==> src/rtl/sram_pkg.sv <==
// Shared types and defaults for the arbitrated SRAM controller slice.
package sram_pkg;
  localparam int SRAM_ADDR_W = 20;
  localparam int SRAM_DATA_W = 16;
  localparam int FRAME_WORDS = 7500;

  typedef enum logic [2:0] {
    S_IDLE     = 3'd0,
    S_WR_SETUP = 3'd1,
    S_WR_PULSE = 3'd2,
    S_RD_ADDR  = 3'd3,
    S_RD_CAPT  = 3'd4
  } sram_state_e;

  typedef enum logic {
    GNT_RD = 1'b0,
    GNT_WR = 1'b1
  } sram_gnt_e;
endpackage

==> src/rtl/sram_rr_arb.sv <==
// Two-requester round-robin arbiter (read vs write) with a last-grant register.
module sram_rr_arb
  import sram_pkg::*;
#(
  parameter int RD_FIRST = 1
) (
  input  logic i_clk,
  input  logic i_rst,
  input  logic i_en,
  input  logic i_req_rd,
  input  logic i_req_wr,
  output logic o_gnt_rd,
  output logic o_gnt_wr
);
  sram_gnt_e last_gnt;

  // A tie goes to whichever channel lost last time.
  always_comb begin
    o_gnt_rd = 1'b0;
    o_gnt_wr = 1'b0;
    if (i_en) begin
      if (i_req_rd && i_req_wr) begin
        o_gnt_rd = (last_gnt == GNT_WR);
        o_gnt_wr = (last_gnt == GNT_RD);
      end else begin
        o_gnt_rd = i_req_rd;
        o_gnt_wr = i_req_wr;
      end
    end
  end

  always_ff @(posedge i_clk or negedge i_rst) begin
    if (!i_rst)        last_gnt <= (RD_FIRST != 0) ? GNT_WR : GNT_RD;
    else if (o_gnt_rd) last_gnt <= GNT_RD;
    else if (o_gnt_wr) last_gnt <= GNT_WR;
  end
endmodule

==> src/rtl/sram_arb_ctrl.sv <==
// Arbitrates one write and one read valid/ready channel onto a single async SRAM,
// with byte enables, per-channel frame counters and sticky out-of-range detection.
module sram_arb_ctrl
  import sram_pkg::*;
#(
  parameter  int ADDR_W    = SRAM_ADDR_W,
  parameter  int DATA_W    = SRAM_DATA_W,
  parameter  int DEPTH     = 7500,
  parameter  int FRAME_LEN = FRAME_WORDS,
  parameter  int RD_FIRST  = 1,
  localparam int BE_W      = DATA_W / 8
) (
  input  logic              i_clk,
  input  logic              i_rst,
  input  logic              i_wr_valid,
  output logic              o_wr_ready,
  input  logic [ADDR_W-1:0] i_wr_addr,
  input  logic [DATA_W-1:0] i_wr_data,
  input  logic [BE_W-1:0]   i_wr_be,
  input  logic              i_rd_valid,
  output logic              o_rd_ready,
  input  logic [ADDR_W-1:0] i_rd_addr,
  output logic              o_rd_valid,
  output logic [DATA_W-1:0] o_rd_data,
  output logic [ADDR_W-1:0] o_sram_adr,
  input  logic [DATA_W-1:0] i_sram_rdata,
  output logic [DATA_W-1:0] o_sram_wdata,
  output logic              o_sram_dq_oe,
  output logic              o_sram_ce_n,
  output logic              o_sram_oe_n,
  output logic              o_sram_we_n,
  output logic [BE_W-1:0]   o_sram_be_n,
  output logic              o_wr_frame_done,
  output logic              o_rd_frame_done,
  output logic              o_err,
  output logic              o_busy
);
  localparam int                CNT_W    = $clog2(FRAME_LEN + 1);
  localparam logic [CNT_W-1:0]  CNT_LAST = CNT_W'(FRAME_LEN - 1);
  localparam logic [ADDR_W:0]   DEPTH_C  = (ADDR_W + 1)'(DEPTH);

  sram_state_e      state;
  logic [BE_W-1:0]  be_r;
  logic [CNT_W-1:0] wr_cnt, rd_cnt;
  logic             wr_acc, rd_acc, wr_oor, rd_oor;

  sram_rr_arb #(.RD_FIRST(RD_FIRST)) u_arb (
    .i_clk    (i_clk),
    .i_rst    (i_rst),
    .i_en     (state == S_IDLE),
    .i_req_rd (i_rd_valid),
    .i_req_wr (i_wr_valid),
    .o_gnt_rd (o_rd_ready),
    .o_gnt_wr (o_wr_ready)
  );

  assign wr_acc = i_wr_valid & o_wr_ready;
  assign rd_acc = i_rd_valid & o_rd_ready;
  assign wr_oor = {1'b0, i_wr_addr} >= DEPTH_C;
  assign rd_oor = {1'b0, i_rd_addr} >= DEPTH_C;
  assign o_busy = (state != S_IDLE);

  always_ff @(posedge i_clk or negedge i_rst) begin
    if (!i_rst) begin
      state        <= S_IDLE;
      o_sram_adr   <= '0;
      o_sram_wdata <= '0;
      be_r         <= '0;
      o_rd_data    <= '0;
      o_rd_valid   <= 1'b0;
      o_err        <= 1'b0;
    end else begin
      o_rd_valid <= 1'b0;
      case (state)
        S_IDLE: begin
          // Out-of-range requests complete in place and never touch the pins.
          if (wr_acc) begin
            if (wr_oor) o_err <= 1'b1;
            else begin
              o_sram_adr   <= i_wr_addr;
              o_sram_wdata <= i_wr_data;
              be_r         <= i_wr_be;
              state        <= S_WR_SETUP;
            end
          end else if (rd_acc) begin
            if (rd_oor) begin
              o_err      <= 1'b1;
              o_rd_data  <= '0;
              o_rd_valid <= 1'b1;
            end else begin
              o_sram_adr <= i_rd_addr;
              state      <= S_RD_ADDR;
            end
          end
        end
        S_WR_SETUP: state <= S_WR_PULSE;
        S_WR_PULSE: state <= S_IDLE;
        S_RD_ADDR:  state <= S_RD_CAPT;
        S_RD_CAPT: begin
          o_rd_data  <= i_sram_rdata;
          o_rd_valid <= 1'b1;
          state      <= S_IDLE;
        end
        default:    state <= S_IDLE;
      endcase
    end
  end

  always_ff @(posedge i_clk or negedge i_rst) begin
    if (!i_rst) begin
      wr_cnt          <= '0;
      rd_cnt          <= '0;
      o_wr_frame_done <= 1'b0;
      o_rd_frame_done <= 1'b0;
    end else begin
      o_wr_frame_done <= 1'b0;
      o_rd_frame_done <= 1'b0;
      if (wr_acc) begin
        if (wr_cnt == CNT_LAST) begin
          wr_cnt          <= '0;
          o_wr_frame_done <= 1'b1;
        end else wr_cnt <= wr_cnt + 1'b1;
      end
      if (rd_acc) begin
        if (rd_cnt == CNT_LAST) begin
          rd_cnt          <= '0;
          o_rd_frame_done <= 1'b1;
        end else rd_cnt <= rd_cnt + 1'b1;
      end
    end
  end

  // Strobes decode straight from state so an async reset releases the bus at once.
  always_comb begin
    o_sram_ce_n  = 1'b1;
    o_sram_oe_n  = 1'b1;
    o_sram_we_n  = 1'b1;
    o_sram_be_n  = '1;
    o_sram_dq_oe = 1'b0;
    case (state)
      S_WR_SETUP: begin
        o_sram_ce_n  = 1'b0;
        o_sram_dq_oe = 1'b1;
      end
      S_WR_PULSE: begin
        o_sram_ce_n  = 1'b0;
        o_sram_we_n  = 1'b0;
        o_sram_be_n  = ~be_r;
        o_sram_dq_oe = 1'b1;
      end
      S_RD_ADDR, S_RD_CAPT: begin
        o_sram_ce_n = 1'b0;
        o_sram_oe_n = 1'b0;
        o_sram_be_n = '0;
      end
      default: ;
    endcase
  end
endmodule

==> config.mk <==
export PLATFORM = sky130hd
export DESIGN_NAME = sram_arb_ctrl
export DESIGN_NICKNAME = d
export VERILOG_FILES = /design/src/rtl/sram_pkg.sv /design/src/rtl/sram_rr_arb.sv /design/src/rtl/sram_arb_ctrl.sv
export SDC_FILE = /design/constraint.sdc
export NUM_CORES = 1
export LEC_CHECK = 0
export ABC_AREA = 1
export CAP_MARGIN = 20
export CORE_UTILIZATION = 62
export DETAILED_ROUTE_END_ITERATION = 10
export DONT_BUFFER_PORTS = 1
export GPL_TIMING_DRIVEN = 0
export HOLD_SLACK_MARGIN = 0.15
export PLACE_DENSITY = 0.78
export SLEW_MARGIN = 0
export SYNTH_ARGS = -nofsm -noshare
export SYNTH_HDL_FRONTEND = slang
export SYNTH_SLANG_ARGS = --single-unit
==> constraint.sdc <==
create_clock -name i_clk -period 4.2 [get_ports i_clk]
set_input_delay 0.42 -clock i_clk [delete_from_list [all_inputs] [get_ports i_clk]]
set_output_delay 0.42 -clock i_clk [all_outputs]
set_load 0.01 [all_outputs]
==> run_results.csv <==
group,metric,value,unit
synth,netlist_instances,557,
synth,syn_avg_cell_area,7.77,µm²
setup_path,critical_path.top_delay_family,"simple AND/OR/NAND/NOR gates",
synth,synthDistinctLibCells,27,
timing,setup_ws,1.97,ns
detailed_routing,wl_per_cell,14.9,µm
global_route,grt-ovfl-total,0,
setup_path,path_buf_inv,1,
layout,syn2layout_area_growth,7.26,%
setup_path,critPathRequiredTime,3.78,ns
timing,worst_pin_slew,0.557,ns
setup_path,reg2reg_setup_slack,2.33,ns
timing,slew_headroom,62.9,%
layout,finish.utilization,68.7,%
global_route,grt_max_degree,89,
setup_path,critPathCaptureType,"output pin",
global_route,antenna_found_initial,0,
timing,rsz0062_at_grt,"no",
layout,nets,650,
hold_path,hp-start,"i_wr_data[7]",
clocking,clk_latency,0.35,ns
synth,synth_warnings,0,
detailed_routing,viasPerCell,5.64,
setup_path,startpoint_type,"register",
setup_path,r2r-start,"state[2]$_DFFE_PN0P_",
clocking,cts_buffers,9,
setup_path,crit_slowest_cell,"clkbuf_1",
setup_path,max_stage_delay,0.48,ns
placed_design,place_area,4430,µm²
setup_path,worstReg2RegEnd,"o_rd_data[0]$_DFFE_PN0P_",
detailed_routing,drc,0,
global_route,grt_pass1_wl,16000,µm
timing,setup_tns,0,ns
flow_run,maxCapViolCount,0,
timing,period_share,53.2,%
die,dieArea,7320,µm²
detailed_routing,drt_iter0_drc,234,
power,leakage,2.38,nW
layout,drive_gt1_share,7.65,%
die,ioPinCount,143,
detailed_routing,vias,3691,
die,start_util,64.1,%
synth,synth_seq_cells,88,
timing,min_period,2.23,ns
synth,synth_area,4330,µm²
timing,finalSetupViolCount,0,
clocking,cts_tree,"yes",
layout,layout_common_cells,"184 x nand2_1, 87 x dfrtp_1, 50 x nand3_1",
setup_path,cp.arrival,1.81,ns
outcome,outcome,"finished clean",
setup_path,cp_max_fo,10,
layout,n_antenna_cell,0,
clocking,post-cts-setup-buffers,0,
clocking,cts_buffer_depth,2,
timing,fin_skew,0.0130,ns
hold_path,hold_class,"input pin to register",
layout,mostFrequentLayoutCell,"nand2_1",
timing,fmax,448,MHz
global_route,grt_pass1_vias,3620,
setup_path,worst-setup-path-type,"register to output pin",
clocking,cts_resized,0,
detailed_routing,totalWireLength,9790,µm
setup_path,r2r_cells,10,
detailed_routing,ant_nets,0,
placed_design,post-place-ws,2.17,ns
power,powerDensity,564,nW/µm²
power,irDropWorstVdd,0.340,mV
die,die_w,85.6,µm
timing,holdWs,0.179,ns
clocking,root_buffer,"clkbuf_8",
die,core,6760,µm²
global_route,grt_util_all_layers,27.8,%
timing,final_max_slew_viol_count,0,
setup_path,worstPathCellList,"nor2_2 > nand2_2 > nor2_4 > clkbuf_1",
clocking,cts.sinks,88,
die,num_rows,30,
clocking,htree_levels,3,
synth,yosysSeqAreaShare,50.9,%
hold_path,min_to,"o_sram_wdata[7]$_DFFE_PN0P_",
placed_design,gp_routability_congestion,0.931,
clocking,clk_pin_slew,0.09,ns
synth,syn_nets,637,
detailed_routing,firstDrtPassIters,5,
timing,finalHoldViolations,0,
placed_design,port_buffers,0,
placed_design,place_hpwl,7250,µm
layout,fin_area,4640,µm²
hold_path,hold_path_depth,2,
die,die_y,85.6,µm
timing repair:
action / CTS / global route
endpoints found under the setup margin: 0 / 0
endpoints found under the hold margin: 88 / 0
hold buffers: 2 / 0
cell families after synthesis:
| logic type | count (synthesis) | synth area share (%) |
|---|---|---|
| DFF | 88 | 50.9 |
| AOI/OAI and AO/OA | 49 | 5.93 |
| and+or+nand+nor | 342 | 34.5 |
| buffers and inverters | 69 | 6.62 |
| xor gates and xnor gates | 7 | 1.42 |
| adders and majority gates | 2 | 0.578 |
worst register-to-register path, delay by kind of cell, from the launching register on:
| family | cells | cell delay, ns |
|---|---|---|
| simple gates | 6 | 0.88 |
| buf+inv | 4 | 0.46 |
| flops | 1 | 0.41 |
worst max-delay path by stage:
stage	to	start	slack [ns]	depth (start not counted)
6_report	o_rd_ready	state[1]$_DFFE_PN0P_	1.97	4
5_1_grt	o_rd_ready	state[1]$_DFFE_PN0P_	1.85	4
4_1_cts	o_rd_ready	state[1]$_DFFE_PN0P_	1.95	4
3_5_place_dp	o_sram_wdata[14]$_DFFE_PN0P_	i_wr_addr[18]	2.17	9
3_3_place_gp	be_r[1]$_DFFE_PN0P_	i_wr_addr[17]	2.20	9
2_1_floorplan	o_sram_adr[0]$_DFFE_PN0P_	state[1]$_DFFE_PN0P_	2.56	12
per-stage QoR:
stage               total power, mW  std cells
floorplan                      1.87        557
global placement               2.04        637
detailed placement             2.07        637
CTS                            2.62        655
global route                   2.81        655
finish                         2.62        655
Yosys cell counts:
master,count,area share (%)
a21oi_1,6,0.69
a21oi_4,1,0.38
buf_2,7,0.81
buf_4,1,0.17
buf_6,2,0.52
clkbuf_1,7,0.61
clkinv_1,1,0.087
dfrtp_1,87,50
dfstp_2,1,0.61
ha_1,2,0.58
inv_1,46,4.0
inv_2,5,0.43
nand2_1,184,16
nand2_2,2,0.29
nand2_4,1,0.26
nand3_1,50,5.8
nand3_2,1,0.23
nand3b_1,3,0.52
nand4_1,17,2.5
nor2_1,44,3.8
nor2_2,5,0.72
nor2_4,1,0.26
nor3_1,26,3.0
nor3b_1,3,0.52
nor4_1,5,0.72
o21ai_0,42,4.9
xor2_1,7,1.4
routing by layer:
| metal | vias up | GRT usage, % | part of all wire (%) |
|---|---|---|---|
| met4 | 0 | 13.2 | 2.3 |
| li1 | 1823 | - | - |
| met1 | 1689 | 34.3 | 41 |
| met3 | 24 | 6.16 | 6.7 |
| met2 | 155 | 46.6 | 50 |
| met5 | - | 0 | 0 |
registers in the layout, indices dropped and copies added (netlist names):
register / flops
be_r: 2
o_rd_data: 16
o_err: 1
o_rd_valid: 1
rd_cnt: 13
u_arb.last_gnt: 1
o_sram_wdata: 16
o_rd_frame_done: 1
state: 3
wr_cnt: 13
o_sram_adr: 20
o_wr_frame_done: 1
layout make-up:
type                            count  area [µm²]
Buffer                             17        91.3
Clock buffer                        9         124
Clock inverter                      7        52.6
Fill cell                         567        2110
Inverter                           52         195
Multi-Input combinational cell    400        1840
Sequential cell                    88        2200
Tap cell                           80         100
Timing Repair Buffer                2        37.5
power by group:
part           internal (mW)  switching (mW)
Sequential              1.06           0.235
Clock                  0.221           0.311
Combinational          0.246           0.540
(Power assumes the default switching activity.)
